==> src/rtl/instr_loader_pkg.sv <==
// instr_loader_pkg: shared state encodings and constants for the UART instruction loader
package instr_loader_pkg;
  typedef enum logic {LD_LOAD = 1'b0, LD_DONE = 1'b1} ld_state_t;
  localparam logic [31:0] HALT_DEFAULT = 32'h0000_0000;
  localparam int BYTES_PER_WORD = 4;
endpackage

==> src/rtl/byte_assembler.sv <==
// byte_assembler: MSB-first byte-to-word shifter with inter-byte timeout
module byte_assembler
  import instr_loader_pkg::*;
#(
  parameter int TIMEOUT_CYCLES = 100000
) (
  input  logic        clk,
  input  logic        rst,
  input  logic        clr,
  input  logic        en,
  input  logic        rx_done,
  input  logic [7:0]  rx_byte,
  output logic        word_valid,
  output logic [31:0] word,
  output logic        timeout
);
  logic [23:0] r_shift;
  logic [1:0]  r_idx;
  logic [31:0] r_cnt;
  logic        w_take;
  assign w_take     = en && !clr && rx_done;
  assign word       = {r_shift, rx_byte};
  assign word_valid = w_take && r_idx == 2'(BYTES_PER_WORD - 1);
  // a byte arriving in the expiry cycle wins over the timeout
  assign timeout    = en && !clr && !rx_done && r_idx != 2'd0 && r_cnt == 32'(TIMEOUT_CYCLES - 1);
  always_ff @(posedge clk) begin
    if (rst || clr) begin
      r_shift <= '0;
      r_idx   <= '0;
      r_cnt   <= '0;
    end else if (w_take) begin
      r_shift <= {r_shift[15:0], rx_byte};
      r_idx   <= r_idx + 2'd1;
      r_cnt   <= '0;
    end else if (timeout) begin
      r_idx <= '0;
      r_cnt <= '0;
    end else if (en && r_idx != 2'd0) begin
      r_cnt <= r_cnt + 32'd1;
    end
  end
endmodule

==> src/rtl/instr_loader.sv <==
// instr_loader: assembles UART bytes into words and writes them to instruction memory
module instr_loader
  import instr_loader_pkg::*;
#(
  parameter int          MEM_DEPTH      = 256,
  parameter int          TIMEOUT_CYCLES = 100000,
  parameter logic [31:0] HALT_WORD      = HALT_DEFAULT
) (
  input  logic        clk,
  input  logic        rst,
  input  logic        rx_done,
  input  logic [7:0]  rx_byte,
  input  logic        reload,
  output logic        write_instruction,
  output logic [31:0] instr_address,
  output logic [31:0] instruction,
  output logic        load_done,
  output logic [31:0] word_count,
  output logic        timeout_err
);
  ld_state_t   r_state, w_next;
  logic        r_write, r_terr, w_word_valid, w_timeout, w_last;
  logic [31:0] r_addr, r_instr, r_count, w_word;
  byte_assembler #(.TIMEOUT_CYCLES(TIMEOUT_CYCLES)) u_asm (
    .clk        (clk),
    .rst        (rst),
    .clr        (reload),
    .en         (r_state == LD_LOAD),
    .rx_done    (rx_done),
    .rx_byte    (rx_byte),
    .word_valid (w_word_valid),
    .word       (w_word),
    .timeout    (w_timeout)
  );
  always_comb begin
    w_last = r_instr == HALT_WORD || r_addr == 32'(MEM_DEPTH - 1);
    w_next = reload ? LD_LOAD : (r_state == LD_LOAD && r_write && w_last) ? LD_DONE : r_state;
  end
  always_ff @(posedge clk) r_state <= rst ? LD_LOAD : w_next;
  always_ff @(posedge clk) begin
    if (rst) begin
      r_write <= 1'b0;
      r_addr  <= '0;
      r_instr <= '0;
      r_count <= '0;
      r_terr  <= 1'b0;
    end else if (reload) begin
      r_write <= 1'b0;
      r_addr  <= '0;
      r_count <= '0;
      r_terr  <= 1'b0;
    end else begin
      r_write <= w_word_valid;
      if (w_word_valid) r_instr <= w_word;
      if (w_timeout) r_terr <= 1'b1;
      // the final write keeps its address; the count still includes it
      if (r_write) begin
        r_count <= r_count + 32'd1;
        if (!w_last) r_addr <= r_addr + 32'd1;
      end
    end
  end
  assign write_instruction = r_write;
  assign instr_address     = r_addr;
  assign instruction       = r_instr;
  assign word_count        = r_count;
  assign timeout_err       = r_terr;
  assign load_done         = r_state == LD_DONE;
endmodule

==> config.mk <==
export PLATFORM = sky130hd
export DESIGN_NAME = instr_loader
export DESIGN_NICKNAME = d
export VERILOG_FILES = /design/src/rtl/instr_loader_pkg.sv /design/src/rtl/byte_assembler.sv /design/src/rtl/instr_loader.sv
export SDC_FILE = /design/constraint.sdc
export NUM_CORES = 1
export LEC_CHECK = 0
export CORE_MARGIN = 1
export CORE_UTILIZATION = 46
export CTS_CLUSTER_DIAMETER = 50
export DETAILED_ROUTE_END_ITERATION = 12
export PLACE_DENSITY = 0.68
export SETUP_SLACK_MARGIN = 0.15
export SYNTH_ARGS = -nofsm -noshare
export SYNTH_HDL_FRONTEND = slang
export SYNTH_HIERARCHICAL = 1
export SYNTH_SLANG_ARGS = --single-unit
==> constraint.sdc <==
create_clock -name clk -period 2.55 [get_ports clk]
set_clock_uncertainty 0.05 [all_clocks]
set_input_delay 0.255 -clock clk [delete_from_list [all_inputs] [get_ports clk]]
set_output_delay 0.255 -clock clk [all_outputs]
set_load 0.02 [all_outputs]
==> flow_metrics.tcl <==
set metrics [dict create \
    die_x_um 124 \
    worstPathRequired_ns 2.79 \
    grt_overflow 0 \
    dieArea_mm2 0.0154 \
    avgRoutedWirePerCell_um 13.9 \
    worstMarginPinSlew_ns 0.828 \
    setup_slack_ns 0.341 \
    r2r.worst_path.cells 7 \
    slew_violations 0 \
    synth-xor-area-share_pct 10.5 \
    antenna_found_initial 0 \
    grt_usage_pct 20.8 \
    r2r_start "instr_address[0]" \
    synth_top_family_by_area "simple AND/OR/NAND/NOR gates" \
    ys_seq_area_share_pct 45.9 \
    critPathBufInv 1 \
    grt_pass1_vias 5173 \
    ir_worst_vdd_mv 0.528 \
    core_mm2 0.0145 \
    ys_dominant_reg_cell "dfxtp_1" \
    criticalPathCategory "reg -> reg" \
    cts_max_level 4 \
    place_ws_ns 0.299 \
    placed_area_mm2 0.00807 \
    die_h_um 124 \
    whs_ns 0.372 \
    cts_tree "yes" \
    rsz0062_at_grt "no" \
    cp_cell_sequence "ha_1 -> nand4_1 -> nor4_4 -> buf_4 -> nor4_1 -> xnor2_1 -> nor2_1" \
    fin_crit_sh_pct 86.6 \
    p_per_area_mw_per_mm2 579 \
    synth_area_mm2 0.00685 \
    clockBufferDepth 2 \
    cp.arrival_ns 2.44 \
    avgSynthCellArea_um2 8.41 \
    mostFrequentLayoutCell "dfxtp_1" \
    hold_viol 0 \
    cp_num_cells 7 \
    slowest_delay_ns 0.53 \
    max_freq_mhz 453 \
    status "completed" \
    syn2layout_area_growth_pct 26.2 \
    ant_nets 0 \
    cts_root_buf "clkbuf_16" \
    hpwlAfterDp_mm 10.4 \
    routabilityCongestion 0.788 \
    rows 44 \
    reg2reg_to "instr_address[15]" \
    n_antenna_cell 0 \
    final_area_mm2 0.00865 \
    slowest_stage "nor4_4" \
    cts_buffers 17 \
    critPathTopFamily "simple AND/OR/NAND/NOR gates" \
    max_cap_violations 0 \
    setup-tns-final_ns 0 \
    synthMuxAreaShare_pct 0.584 \
    synth.distinct_cells 45 \
    yosysWarnings 6 \
    ios 111 \
    grt_pass1_wl_mm 25.0 \
    setup_viol 0 \
    fillers 1314 \
    relSlewSlack_pct 44.3 \
    period_needed_ns 2.21 \
    nets 929 \
    rrSetupSlack_ns 0.34 \
    fin_cells 1109 \
    endpoint "instr_address[15]" \
    mostFrequentLayoutCells "157 x dfxtp_1, 153 x nand2_1, 110 x clkdlybuf4s50_1" \
    grt_max_degree 34 \
    synthArstFlopShare_pct 0 \
    synthAdderAreaFrac_pct 0.913 \
    drive_gt1_share_pct 9.08 \
    cp-start-kind "flip-flop" \
    synthCells 815 \
    drt_wl_total_mm 15.5 \
    start_util_pct 47.2 \
    min_path_type "in -> reg" \
    cts_sinks 157 \
    yosys.area_share.simple_pct 31.4 \
    synth_compound_area_share_pct 5.97 \
    path_max_fanout 10 \
    io_buffers 110 \
    drc 0 \
    insertion_delay_ns 0.42 \
    vias 5800 \
    dp.cells 1077 \
    p_leak_nw 2.74 \
    end_kind "flip-flop" \
    crit_start "instr_address[0]" \
    vias_per_cell 5.23 \
    drt_iter0_drc 385 \
    synth_nets 832 \
    first_pass_iters 5 \
    synth-seq-cells 157 \
    cts_setup_buffers 0 \
    synth_edf_count 0 \
    cts.clk_slew.worst_paths_ns 0.06 \
]
-- final cells by class --
cell class / count / area (um2) / area share, %
timing repair buffer: 129 / 1270 / 14.7
inverter: 11 / 41.3 / 0.477
clock inverter: 11 / 109 / 1.26
clock buffer: 21 / 470 / 5.44
multi-input combinational: 596 / 3390 / 39.2
sequential: 157 / 3140 / 36.3
tap: 184 / 230 / 2.66
-- cell usage after synthesis, types with 10 or more instances --
| cell type | n | area [um2] |
|---|---|---|
| nor2_1 | 94 | 353 |
| xnor2_1 | 39 | 342 |
| nor3_1 | 14 | 70.1 |
| or3_1 | 14 | 87.6 |
| a21oi_1 | 67 | 335 |
| clkbuf_1 | 32 | 120 |
| nor2_2 | 14 | 87.6 |
| nand3_1 | 32 | 160 |
| inv_1 | 11 | 41.3 |
| nand4_1 | 32 | 200 |
| and3_1 | 10 | 62.6 |
| xor2_1 | 43 | 377 |
| dfxtp_1 | 157 | 3140 |
| nand2_1 | 153 | 574 |
| nor4_1 | 27 | 169 |
-- metal layers --
layer | track usage, % | wire length [um] | part of all wire, % | vias up
met5 | 0 | 0 | 0 | -
met4 | 5.36 | 151 | 0.98 | 0
met3 | 5.91 | 902 | 5.8 | 17
met2 | 31.9 | 6840 | 44 | 160
met1 | 28.6 | 7560 | 49 | 2671
li1 | - | - | - | 2952
-- timing repair --
action                                  CTS  global route
endpoints found under the setup margin    0             6
gates resized for setup                   0             0
hold buffers                              0             0
-- report_power, final --
group / internal (mW) / switching (mW) / total [mW]
Clock: 1.43 / 1.01 / 2.44
Combinational: 0.0364 / 0.0738 / 0.110
Sequential: 2.46 / 0.00297 / 2.46
Total: 3.92 / 1.09 / 5.01
-- flip-flops by register name (all words and copies together) (netlist names) --
signal / cells
instr_address: 32
word_count: 32
u_asm/r_cnt: 32
write_instruction: 1
instruction: 32
u_asm/r_shift: 24
timeout_err: 1
u_asm/r_idx: 2
load_done: 1
-- worst min-delay path, stage by stage --
cell	delay [ns]
clkdlybuf4s50_1	0.43
nand2_1	0.07
a21oi_1	0.05
-- kinds of logic after synthesis --
kind of cell | Yosys count
flops | 157
simple gates | 426
fa+ha+maj | 5
mux | 4
buf+inv | 62
xor+xnor | 82
compound gates | 79
-- stage by stage --
stage               power [mW]  utilization [%]
floorplan                 2.59                -
global placement          2.62             55.5
detailed placement        2.62             55.5
CTS                       5.05             59.5
global route              5.17             59.5
finish                    5.01             59.5
-- worst min-delay path by stage --
stage | cells after the start | slack, ns | end | start
final | 3 | 0.37 | u_asm/r_shift[2] | rx_byte[2]
after global routing | 3 | 0.37 | u_asm/r_shift[2] | rx_byte[2]
after CTS | 3 | 0.35 | instruction[5] | rx_byte[5]
after detailed placement | 2 | 0.40 | u_asm/r_shift[19] | u_asm/r_shift[19]
after global placement | 2 | 0.39 | instruction[30] | u_asm/r_shift[22]
after floorplan | 2 | 0.34 | u_asm/r_shift[0] | rx_byte[0]
Power figures use the tool's default switching activity.
